File: src/rtl/lsu_pkg.sv
// Shared types and constants for the load/store unit: FSM states, RV32I
// load/store funct3 encodings, timeout default and request legality check.
package lsu_pkg;

  typedef enum logic [1:0] {
    S_IDLE,
    S_REQ,
    S_WAIT,
    S_RESP
  } lsu_state_e;

  localparam logic [2:0] F3_LB  = 3'b000;
  localparam logic [2:0] F3_LH  = 3'b001;
  localparam logic [2:0] F3_LW  = 3'b010;
  localparam logic [2:0] F3_LBU = 3'b100;
  localparam logic [2:0] F3_LHU = 3'b101;
  localparam logic [2:0] F3_SB  = 3'b000;
  localparam logic [2:0] F3_SH  = 3'b001;
  localparam logic [2:0] F3_SW  = 3'b010;

  localparam int unsigned TIMEOUT_CYC_DEFAULT = 16;

  // Illegal encoding or misaligned halfword/word access; bytes are always aligned.
  function automatic logic access_err(input logic we, input logic [2:0] f3,
                                      input logic [1:0] off);
    logic illegal;
    logic misaligned;
    illegal    = we ? (f3 > F3_SW)
                    : (f3 == 3'b011 || f3 == 3'b110 || f3 == 3'b111);
    misaligned = (f3[1:0] == 2'b01 && off[0]) ||
                 (f3[1:0] == 2'b10 && off != 2'b00);
    return illegal | misaligned;
  endfunction

endpackage

File: src/rtl/lsu_align.sv
// Combinational lane logic: byte enables, store data replication and
// load data extraction with sign/zero extension.
module lsu_align
  import lsu_pkg::*;
(
  input  logic [2:0]  funct3,
  input  logic [1:0]  addr_lo,
  input  logic [31:0] wdata,
  input  logic [31:0] rdata,
  output logic [3:0]  be,
  output logic [31:0] wdata_rep,
  output logic [31:0] rdata_ext
);

  logic [31:0] lane;

  always_comb begin
    lane      = rdata >> {addr_lo, 3'b000};
    be        = 4'b1111;
    wdata_rep = wdata;
    rdata_ext = '0;

    case (funct3[1:0])
      2'b00: begin
        be        = 4'b0001 << addr_lo;
        wdata_rep = {4{wdata[7:0]}};
      end
      2'b01: begin
        be        = 4'b0011 << {addr_lo[1], 1'b0};
        wdata_rep = {2{wdata[15:0]}};
      end
      default: ;
    endcase

    case (funct3)
      F3_LB:   rdata_ext = {{24{lane[7]}}, lane[7:0]};
      F3_LH:   rdata_ext = {{16{lane[15]}}, lane[15:0]};
      F3_LW:   rdata_ext = rdata;
      F3_LBU:  rdata_ext = {24'h0, lane[7:0]};
      F3_LHU:  rdata_ext = {16'h0, lane[15:0]};
      default: rdata_ext = '0;
    endcase
  end

endmodule

File: src/rtl/lsu.sv
// Load/store unit: accepts one core request at a time, runs a single
// request/grant/completion bus transaction and returns a one-cycle response.
module lsu
  import lsu_pkg::*;
#(
  parameter int unsigned TIMEOUT_CYC = TIMEOUT_CYC_DEFAULT
) (
  input  logic        clk,
  input  logic        rst,
  input  logic        req_valid,
  input  logic        req_we,
  input  logic [2:0]  req_funct3,
  input  logic [31:0] req_addr,
  input  logic [31:0] req_wdata,
  output logic        req_ready,
  output logic        rsp_valid,
  output logic [31:0] rsp_rdata,
  output logic        rsp_err,
  output logic        stall,
  output logic        mem_req,
  output logic        mem_we,
  output logic [31:0] mem_addr,
  output logic [3:0]  mem_be,
  output logic [31:0] mem_wdata,
  input  logic        mem_gnt,
  input  logic        mem_rvalid,
  input  logic [31:0] mem_rdata
);

  localparam int unsigned CW = $clog2(TIMEOUT_CYC + 1);
  localparam logic [CW-1:0] CNT_LAST = CW'(TIMEOUT_CYC - 1);

  lsu_state_e  state;
  logic [CW-1:0] cnt;
  logic [2:0]  lat_funct3;
  logic [1:0]  lat_off;

  logic [2:0]  a_funct3;
  logic [1:0]  a_off;
  logic [3:0]  be;
  logic [31:0] wdata_rep;
  logic [31:0] rdata_ext;

  // In IDLE the lane logic sees the live request so the bus outputs can be
  // registered on the accepting edge; afterwards it sees the latched copy.
  always_comb begin
    a_funct3 = lat_funct3;
    a_off    = lat_off;
    if (state == S_IDLE) begin
      a_funct3 = req_funct3;
      a_off    = req_addr[1:0];
    end
  end

  lsu_align u_align (
    .funct3    (a_funct3),
    .addr_lo   (a_off),
    .wdata     (req_wdata),
    .rdata     (mem_rdata),
    .be        (be),
    .wdata_rep (wdata_rep),
    .rdata_ext (rdata_ext)
  );

  assign req_ready = (state == S_IDLE);
  assign stall     = req_valid & ~rsp_valid;

  always_ff @(posedge clk) begin
    if (rst) begin
      state      <= S_IDLE;
      cnt        <= '0;
      lat_funct3 <= '0;
      lat_off    <= '0;
      rsp_valid  <= 1'b0;
      rsp_rdata  <= '0;
      rsp_err    <= 1'b0;
      mem_req    <= 1'b0;
      mem_we     <= 1'b0;
      mem_addr   <= '0;
      mem_be     <= '0;
      mem_wdata  <= '0;
    end else begin
      rsp_valid <= 1'b0;
      case (state)
        S_IDLE: begin
          if (req_valid) begin
            lat_funct3 <= req_funct3;
            lat_off    <= req_addr[1:0];
            mem_we     <= req_we;
            if (access_err(req_we, req_funct3, req_addr[1:0])) begin
              state     <= S_RESP;
              rsp_valid <= 1'b1;
              rsp_err   <= 1'b1;
              rsp_rdata <= '0;
            end else begin
              state     <= S_REQ;
              cnt       <= '0;
              mem_req   <= 1'b1;
              mem_addr  <= {req_addr[31:2], 2'b00};
              mem_be    <= be;
              mem_wdata <= wdata_rep;
            end
          end
        end
        S_REQ, S_WAIT: begin
          // Completion on the last allowed cycle wins over the timeout.
          if (state == S_WAIT && mem_rvalid) begin
            state     <= S_RESP;
            rsp_valid <= 1'b1;
            rsp_err   <= 1'b0;
            rsp_rdata <= mem_we ? '0 : rdata_ext;
          end else if (cnt == CNT_LAST) begin
            state     <= S_RESP;
            mem_req   <= 1'b0;
            rsp_valid <= 1'b1;
            rsp_err   <= 1'b1;
            rsp_rdata <= '0;
          end else begin
            cnt <= cnt + 1'b1;
            if (state == S_REQ && mem_gnt) begin
              mem_req <= 1'b0;
              state   <= S_WAIT;
            end
          end
        end
        S_RESP:  state <= S_IDLE;
        default: state <= S_IDLE;
      endcase
    end
  end

endmodule

File: config.mk
export PLATFORM = sky130hd
export DESIGN_NAME = lsu
export DESIGN_NICKNAME = d
export VERILOG_FILES = /design/src/rtl/lsu_pkg.sv /design/src/rtl/lsu_align.sv /design/src/rtl/lsu.sv
export SDC_FILE = /design/constraint.sdc
export NUM_CORES = 1
export LEC_CHECK = 0
export CAP_MARGIN = 5
export CORE_ASPECT_RATIO = 1.2
export CORE_MARGIN = 2
export CORE_UTILIZATION = 40
export DETAILED_ROUTE_END_ITERATION = 7
export DONT_BUFFER_PORTS = 1
export PLACE_DENSITY_LB_ADDON = 0.1
export REMOVE_ABC_BUFFERS = 1
export SLEW_MARGIN = 30
export SYNTH_ARGS = -nofsm -noshare
export SYNTH_HDL_FRONTEND = slang
export SYNTH_SLANG_ARGS = --single-unit
File: constraint.sdc
create_clock -name clk -period 6.7 [get_ports clk]
set_clock_uncertainty 0.05 [all_clocks]
set_input_delay 1.005 -clock clk [delete_from_list [all_inputs] [get_ports clk]]
set_output_delay 1.005 -clock clk [all_outputs]
set_load 0.02 [all_outputs]
Word-level counts from Yosys, hierarchy flattened

Index checks and enable logic that the tools add are counted.

Register bits: 114
Bits in latches: 0
Bits in writable memories: 0
Bits in read-only memories: 0
Output and inout port bits: 106
Memories kept: 0

Add/subtract/negate cells: 1
$mul: 0
Divide/modulo/power cells: 0
Magnitude comparators: 1
Equality and inequality tests: 22
Shift operators: 3
Mux-type cells: 39
Bitwise gates (word level): 4
Reductions and logical operators: 19

Operator list:

| operator              | number |
|---|---|
| $mux W32              | 5 |
| $pmux W32 S5          | 1 |
| $pmux W32 S2          | 2 |
| $shr A32 B5 Y16       | 1 |
| $mux W5               | 4 |
| $mux W1               | 14 |
| $eq A3 B3 Y1 const B  | 4 |
| $mux W2               | 6 |
| $pmux W5 S2           | 1 |
| $reduce_and A5 Y1     | 2 |
| $ne A2 B2 Y1 const B  | 4 |
| $pmux W4 S2           | 1 |
| $eq A2 B1 Y1 const B  | 3 |
| $eq A2 B2 Y1 const B  | 3 |
| $eq A3 B2 Y1 const B  | 2 |
| $ne A3 B3 Y1 const B  | 2 |
| $pmux W1 S2           | 3 |
| $pmux W2 S3           | 1 |
| $add A5 B1 Y5 const B | 1 |
| $eq A5 B4 Y1 const B  | 1 |
| $logic_and A1 B1 Y1   | 4 |
| $logic_not A2 Y1      | 2 |
| $ne A4 B4 Y1 const B  | 1 |
| $reduce_and A2 Y1     | 2 |
| 15 further kinds      | 19 |

Depth between registers and ports, before layout

Gate-level depths: netlist of run 1.

Depth after elaboration: 8
Depth in mapped cells: 11
Mapped depth without buffers: 8

Modules after synthesis

From an unflattened synthesis of run 1, not the netlist that was laid out.

Cells, all modules: 626
Area total of the unflattened synthesis: 5417.7 µm²

By module, submodules not included:

| module    | times used | cells each | area each (µm²) |
|---|---|---|---|
| lsu       | 1          | 478        | 4254.1 |
| lsu_align | 1          | 148        | 1163.6 |

Worst setup path after synthesis of run 1

No wires, ideal clock.

Path kind: input port to flip-flop
Start point: in req_addr[0]
End point: reg rsp_rdata[19]
Library setup time: 122 ps
Arrival: 2734 ps
Data required time: 6528 ps
Setup slack: 3794 ps
Stages: 7
Path buffers: 2
Path through: buf_2 -> mux2i_2 -> mux2_2 -> a32o_1 -> o211a_4 -> buf_6 -> a221o_1

Longest elaborated chain between the ends: 6

Ends and longest elaborated chain:

| item                                                          | RTL line                       | text |
|---|---|---|
| start, declared                                               | lsu.sv:13                      | `input logic [31:0] req_addr,` |
| $mux W2 / $reduce_bool A2 Y1 (equally long branches)          | lsu.sv:49, lsu_pkg.sv:31       |  |
| $shr A32 B5 Y16 / $logic_and A1 B1 Y1 (equally long branches) | lsu_align.sv:18, lsu_pkg.sv:31 |  |
| $pmux W32 S5 / $logic_or A1 B1 Y1 (equally long branches)     | lsu_align.sv:35, lsu_pkg.sv:30 |  |
| $mux W32 / $or A1 B1 Y1 (equally long branches)               | lsu.sv:111, lsu_pkg.sv:32      |  |
| $mux W32 / $ne A2 B1 Y1 (equally long branches)               | n/a                            |  |
| $pmux W32 S2 / $reduce_and A4 Y1 (equally long branches)      | n/a                            |  |
| end signal, assigned                                          | lsu.sv:111                     | `rsp_rdata <= mem_we ? '0 : rdata_ext;` |
| end, declared                                                 | lsu.sv:17                      | `output logic [31:0] rsp_rdata,` |

Parallel ways exist; a longest one is shown, timed or not.
A chain may end at the register's enable or synchronous reset.

Worst setup path after layout of run 1

Start point: reg state[1]
End point: reg rsp_rdata[18]

Longest elaborated chain between the ends: 7

Ends and longest elaborated chain:

| item                                      | RTL line             | text |
|---|---|---|
| start, declared                           | lsu.sv:33            | `lsu_state_e state;` |
| start signal, assigned                    | lsu.sv:70            | `state <= S_IDLE;` |
| start signal, assigned                    | lsu.sv:91            | `state <= S_RESP;` |
| start signal, assigned                    | lsu.sv:96            | `state <= S_REQ;` |
| $logic_not A2 Y1                          | lsu.sv:49, lsu.sv:84 |  |
| $mux W2 / $mux W3 (equally long branches) | lsu.sv:49            | `if (state == S_IDLE) begin` |
| $shr A32 B5 Y16 (tied with other cells)   | lsu_align.sv:18      | `lane = rdata >> {addr_lo, 3'b000};` |
| $pmux W32 S5                              | lsu_align.sv:35      | `case (funct3)` |
| $mux W32                                  | lsu.sv:111           |  |
| $mux W32                                  | lsu.sv:107           | `if (state == S_WAIT && mem_rvalid) begin` |
| $pmux W32 S2                              | lsu.sv:84            | `case (state)` |

Parallel ways exist; a longest one is shown, timed or not.

==> impl_metrics.toml, run 1 <==
[route]
ant_nets = 0
top_layer = "met4"
wl_per_cell_um = 20.21
vias = 4499
routed_via_density = 5.866
wl_met3_mm = 1.686
wl_met1_mm = 5.999
routed-wl-met2_mm = 7.632
wl_mm = 15.50
drt_pass1_iterations = 5
drt_iter0_markers = 267
drc = 0

[clock_tree]
cts_made_buffers = 17
clk_latency_ns = 0.41
ctsResizeCount = 0
clkTransAtPathRegs_ns = 0.05
post_cts_buffers = 0
clock_path_buffers = 2
clock-sinks = 114
root_buffer = "clkbuf_16"
cts_tree = "done"
cts-hold-fix-buffers = 0
htreeDepth = 4

[timing]
finalHoldViolCount = 0
worst_pin_slew_ns = 0.9395
drv_slew = 0
period_needed_ns = 3.010
fin_setup_tns_ns = 0
rsz0062_at_grt = "no"
setup_viol = 0
maxSlewHeadroom_pct = 37.36
max_freq_mhz = 332.2
timing.final.crit_share_pct = 44.93

[die]
start_util_pct = 40.98
core-area_sq_um = 12610
rows = 45
die_width_um = 107.8
dieHeight_um = 128.5
design.die.area_sq_um = 13850
io-pin-count = 211

[power]
switching_share_pct = 36.41
cellPowerDensity_nw_per_um2 = 447.5
clkPwrFrac_pct = 36.6
ir_drop_mv = 0.1651
internal_power_w = 0.001667
p_sw_w = 0.0009548
combPwrFrac_pct = 30.2
seqPwrFrac_pct = 33.1
p_leak_nw = 2.117

[setup_path]
endpoint_kind = "register"
worstSetupPathType = "register to register"
arrival_ns = 3.26
cp.required_ns = 6.95
start_kind = "register"
critical_path_peak_fanout = 32

[run]
cap_violations = 0

[synthesis]
synth.largest_area_cell = "dfxtp_1"
syn_area_sq_um = 5169
synth_top_area_share_pct = 44.15
avgSynthCellArea_sq_um = 8.432
ys_warn_count = 0
synth_flop_cell = "dfxtp_1"
ys_seq_area_share_pct = 44.15
synth_cell_type_count = 53
synth.area.top_cells = "dfxtp_1, nand2_1, a21oi_1"
synth-edff-count = 0
synthCells = 613
synth_seq_cells = 114
async_reset_ff_share_pct = 0

[hold_path]
min_path_type = "register to register"

[placed_design]
io_buffers = 0
dp_hpwl_mm = 10.72
globalplace.congestion = 0.8000

[final_layout]
layout.nets = 701
n_antenna_cell = 0
utilization_pct = 46.46
syn_to_final_growth_pct = 13.36
drive_above_1_share_pct = 8.458

[status]
run_status = "finished clean"

[grt]
antenna_found_initial = 0
grt_pass1_vias = 4437
grt-ovfl-total = 0
grt_pass1_wl_mm = 23.73
grtUsageTotal_pct = 22.10
grt_max_degree = 97
## path summary, 6_finish.rpt
check,from,end,cells past startpoint,slack [ns]
hold reg to reg,cnt[4]$_SDFFE_PP0P_,cnt[4]$_SDFFE_PP0P_,1,0.44
setup reg to reg,state[1]$_SDFFE_PP0P_,rsp_rdata[18]$_SDFFE_PP0P_,8,3.69
hold / removal,cnt[4]$_SDFFE_PP0P_,cnt[4]$_SDFFE_PP0P_,1,0.44
setup / recovery,state[1]$_SDFFE_PP0P_,rsp_rdata[18]$_SDFFE_PP0P_,8,3.69
## worst max-delay path: stages (launching register included)
cell,delay [ns]
dfxtp_1,0.34
inv_1,0.09
ha_1,0.15
buf_4,0.36
mux2i_4,0.65
mux2_2,0.41
a32o_1,0.23
o211a_4,0.33
a221o_1,0.27
## cell families after synthesis
kind of cell             count (synthesis)  synth area share [%]
AO/OA/AOI/OAI                          186                 26.29
multiplexers                            23                 4.696
other                                    1               0.07255
flip-flops                             114                 44.15
AND/OR/NAND/NOR                        225                 18.08
buffers and inverters                   58                 5.253
adder cells (fa/ha/maj)                  6                 1.452
## state kept, by name, summed over array words and instances, names as in the netlist
register / count
rsp_err: 1
rsp_valid: 1
rsp_rdata: 32
state: 2
mem_addr: 30
lat_funct3: 3
mem_be: 4
mem_wdata: 32
cnt: 5
mem_we: 1
lat_off: 2
mem_req: 1
## power by group through the flow
stage                     clock (W)  combinational (W)  sequential, W
after floorplan                   0           0.000584       0.000863
after global placement            0           0.000774       0.000882
after detailed placement          0           0.000786       0.000884
after CTS                  0.000979           0.000789       0.000869
after global routing        0.00101           0.000895       0.000877
final                      0.000961           0.000793       0.000869
## synth_stat cells, types with 2 or more instances
master       n
nand2_1    142
dfxtp_1    114
a21oi_1     60
nor2_1      48
clkbuf_1    29
a311oi_1    24
mux2i_1     18
a221o_1     17
o2bb2ai_1   15
o21ai_0     14
buf_2       13
a211oi_1    11
a22o_1       9
inv_1        9
a22oi_1      8
ha_1         6
nor3_1       6
nand2b_1     5
o221ai_1     5
a32o_1       4
and2_1       4
buf_6        4
nand3_1      4
a21boi_0     3
a221oi_1     3
mux2_2       3
nand3b_1     3
nor4_1       3
and3_1       2
and3b_1      2
buf_4        2
o221a_1      2
## cell type report
type / instances / area, sq um
Fill cell: 1264 / 6753
Multi-Input combinational cell: 442 / 2664
Sequential cell: 114 / 2282
Clock buffer: 22 / 474.2
Tap cell: 164 / 205.2
Clock inverter: 10 / 155.1
Timing Repair Buffer: 6 / 45.04
Inverter: 9 / 33.78
## placed cells by master (no fill, tap or decap), drive strengths merged, types with 2 or more instances in the layout
master,count
and2,4
buf,6
a221oi,3
conb,2
mux2i,19
ha,6
nand2b,5
o2bb2ai,15
a221o,17
o221ai,5
a211oi,11
and3,2
clkinv,4
clkbuf,22
nor2,48
mux2,4
a22o,9
dfxtp,114
a21boi,3
o221a,3
and3b,2
nand3b,3
nand3,4
inv,9
a22oi,8
nand2,142
o21ai,15
a32o,4
a311oi,24
a21oi,60
nor4,3
clkinvlp,2
nor3,6
bufinv,4
## per-stage QoR
step / cells / power, W / hold WS, ns / area, sq um / worst slack, ns
6_report: 767 / 0.002622 / 0.4401 / 5859 / 3.690
5_1_grt: 767 / 0.002785 / 0.4534 / 5859 / 3.450
4_1_cts: 767 / 0.002637 / 0.4364 / 5839 / 3.395
3_5_place_dp: 735 / 0.001670 / 0.4224 / 5210 / 3.377
3_3_place_gp: 735 / 0.001656 / 0.4154 / 5210 / 3.467
2_1_floorplan: 565 / 0.001447 / 0.3926 / 4935 / 0.6891
## routing by layer
metal | global-route usage (%) | vias to the layer above
li1 | - | 2169
met2 | 37.07 | 207
met4 | 7.843 | 0
met3 | 9.271 | 14
met5 | 0 | -
met1 | 25.24 | 2109
Power figures use the tool's default switching activity.
==> run 2: changes to the inputs <==
==> constraint.sdc (replaced) <==
create_clock -name clk -period 2.45 [get_ports clk]
set_clock_uncertainty 0.05 [all_clocks]
set_input_delay 0.3675 -clock clk [delete_from_list [all_inputs] [get_ports clk]]
set_output_delay 0.3675 -clock clk [all_outputs]
set_load 0.02 [all_outputs]
==> run 2 against run 1 <==
Flip-flop and latch count did not move; first-iteration DRC count up 2.2%; non-clock buffer count up 23; register-to-register slack got worse by 3.5 ns; power increased to 2.9 times the previous value; sequential power grew to 2.7 times the previous value; via count increased by 3.1%; worst setup slack worse by 3.5 ns; largest power group unchanged.
==> impl_metrics.toml, run 2 (synthesis results as in run 1) <==
[setup_path]
arrival_ns = 2.51
r2r-start = "state[1]$_SDFFE_PP0P_"
cp.required_ns = 2.70
worstSetupPathType = "register to register"
reg2reg_slack_ns = 0.18
slowest_delay_ns = 0.38
worstReg2RegEnd = "rsp_rdata[27]$_SDFFE_PP0P_"
start_kind = "register"
critical_path.slowest_cell = "dfxtp_1"
endpoint_kind = "register"
worst-r2r-cell-count = 8
crit_chain = "inv_1, ha_4, buf_4, nand3b_1, o21ai_0, a32o_1, o211a_4, a221o_1"
critical_path_peak_fanout = 16

[route]
drt_pass1_iterations = 4
drt_iter0_markers = 273
drc = 0
routed_via_density = 5.873
vias = 4640
wl_mm = 16.25
wl_per_cell_um = 20.57
ant_nets = 0

[power]
cellPowerDensity_nw_per_um2 = 1240
p_leak_nw = 2.238
power_w = 0.007576
ir_drop_mv = 0.4304

[grt]
grt_pass1_vias = 4560
grt_max_degree = 74
grtUsageTotal_pct = 23.11
antenna_found_initial = 0
grt-ovfl-total = 0
grt_pass1_wl_mm = 24.85

[timing]
worst_pin_slew_ns = 0.5697
rsz0062_at_grt = "no"
holdWs_ns = 0.04075
drv_slew = 0
setup_viol = 0
finalHoldViolCount = 0
timing.final.crit_share_pct = 92.57
max_freq_mhz = 440.9
period_needed_ns = 2.268
maxSlewHeadroom_pct = 62.02

[final_layout]
final_cell_mix = "nand2_1, dfxtp_1, a21oi_1"
layout.nets = 724
n_antenna_cell = 0
fill_cells = 1205
fin_area_sq_um = 6112
final_common_cell = "nand2_1"
instances_no_fill = 790
syn_to_final_growth_pct = 18.25
drive_above_1_share_pct = 12.46
reg_top3 = "mem_wdata (32), rsp_rdata (32), mem_addr (30)"
utilization_pct = 48.46

[placed_design]
place_area_sq_um = 5385
globalplace.congestion = 0.8279
dp_hpwl_mm = 11.46
place_inst = 755
io_buffers = 0

[die]
io-pin-count = 211
core-area_sq_um = 12610
die_width_um = 107.8
design.die.area_sq_um = 13850
dieHeight_um = 128.5
start_util_pct = 40.98
rows = 45

[clock_tree]
cts_made_buffers = 17
clkTransAtPathRegs_ns = 0.06
htreeDepth = 4
clk_latency_ns = 0.41
cts_tree = "done"
clock_path_buffers = 2
root_buffer = "clkbuf_16"
clock-sinks = 114

[hold_path]
hold_end = "mem_wdata[4]$_SDFFE_PP0P_"
whs_path_depth = 2
min_path_type = "input pin to register"
min_from = "req_wdata[4]"

[run]
cap_violations = 0

[status]
run_status = "finished clean"
run 2: cell count changes in the layout (fill, tap and decap cells not counted), moves of 2 or more:
cell / delta
buf_4: +19
clkbuf_1: -2
buf_12: +2
clkinv_2: -4
clkinvlp_4: +2
inv_6: +3
clkbuf_8: -2
clkinv_4: +4
run 2: cell type report:
cell class                 instances  area, sq um  area share [%]
timing repair buffer              29        265.3           4.340
sequential                       114         2282           37.34
clock buffer                      18        439.2           7.185
clock inverter                    14        203.9           3.337
tap                              164        205.2           3.357
inverter                           9        37.54          0.6141
multi-input combinational        442         2679           43.83
run 2: worst max path at each step:
stage               slack [ns]                  start                         end
finish                    0.18  state[1]$_SDFFE_PP0P_  rsp_rdata[27]$_SDFFE_PP0P_
global route              0.05  state[1]$_SDFFE_PP0P_  rsp_rdata[21]$_SDFFE_PP0P_
CTS                       0.04  state[0]$_SDFFE_PP0P_  rsp_rdata[22]$_SDFFE_PP0P_
detailed placement        0.07  state[0]$_SDFFE_PP0P_  rsp_rdata[25]$_SDFFE_PP0P_
global placement          0.12  state[0]$_SDFFE_PP0P_  rsp_rdata[18]$_SDFFE_PP0P_
floorplan                -3.56  state[0]$_SDFFE_PP0P_         cnt[3]$_SDFFE_PP0P_
run 2: metal layers:
layer | vias up | wire length [um] | GRT usage (%)
li1 | 2217 | - | -
met5 | - | 0 | 0
met4 | 0 | 239 | 9.201
met2 | 193 | 8118 | 39.77
met3 | 11 | 1652 | 9.676
met1 | 2219 | 6240 | 25.12
run 2: timing repair:
item                                   in CTS  in global routing
endpoints found under the hold margin      70                  0
gates resized for setup                     0                  6
setup endpoints to repair                   0                 19
setup buffers                               0                  1
hold buffers                                2                  0
run 2: worst max-delay path: cells and delay by family (launching register included):
kind                     cells  cell delay (ns)
flip-flops                   1             0.38
AND/OR/NAND/NOR              1             0.15
adder cells (fa/ha/maj)      1             0.19
buffers and inverters        2             0.27
AO/OA/AOI/OAI                4             1.09
run 2: power by group:
group          switching, W  internal, W  leakage, nW  total, W
registers          0.000330      0.00204        0.925   0.00237
logic               0.00153     0.000991         1.01   0.00252
clock network      0.000936      0.00174        0.304   0.00268
run 2: through the flow:
step	TNS [ns]	setup slack, ns
after floorplan	-234.75	-3.561
after global placement	0	0.1181
after detailed placement	0	0.06601
after CTS	0	0.04490
after global routing	0	0.04594
final	0	0.1821
==> run 3: changes to the inputs <==
--- a/config.mk
+++ b/config.mk
@@ -11,6 +11,7 @@
 export CORE_UTILIZATION = 40
 export DETAILED_ROUTE_END_ITERATION = 7
 export DONT_BUFFER_PORTS = 1
+export GPL_ROUTABILITY_DRIVEN = 0
 export PLACE_DENSITY_LB_ADDON = 0.1
 export REMOVE_ABC_BUFFERS = 1
 export SLEW_MARGIN = 30
==> results of run 3 <==
Final layout, timing and power as in run 2 (identical DEF).
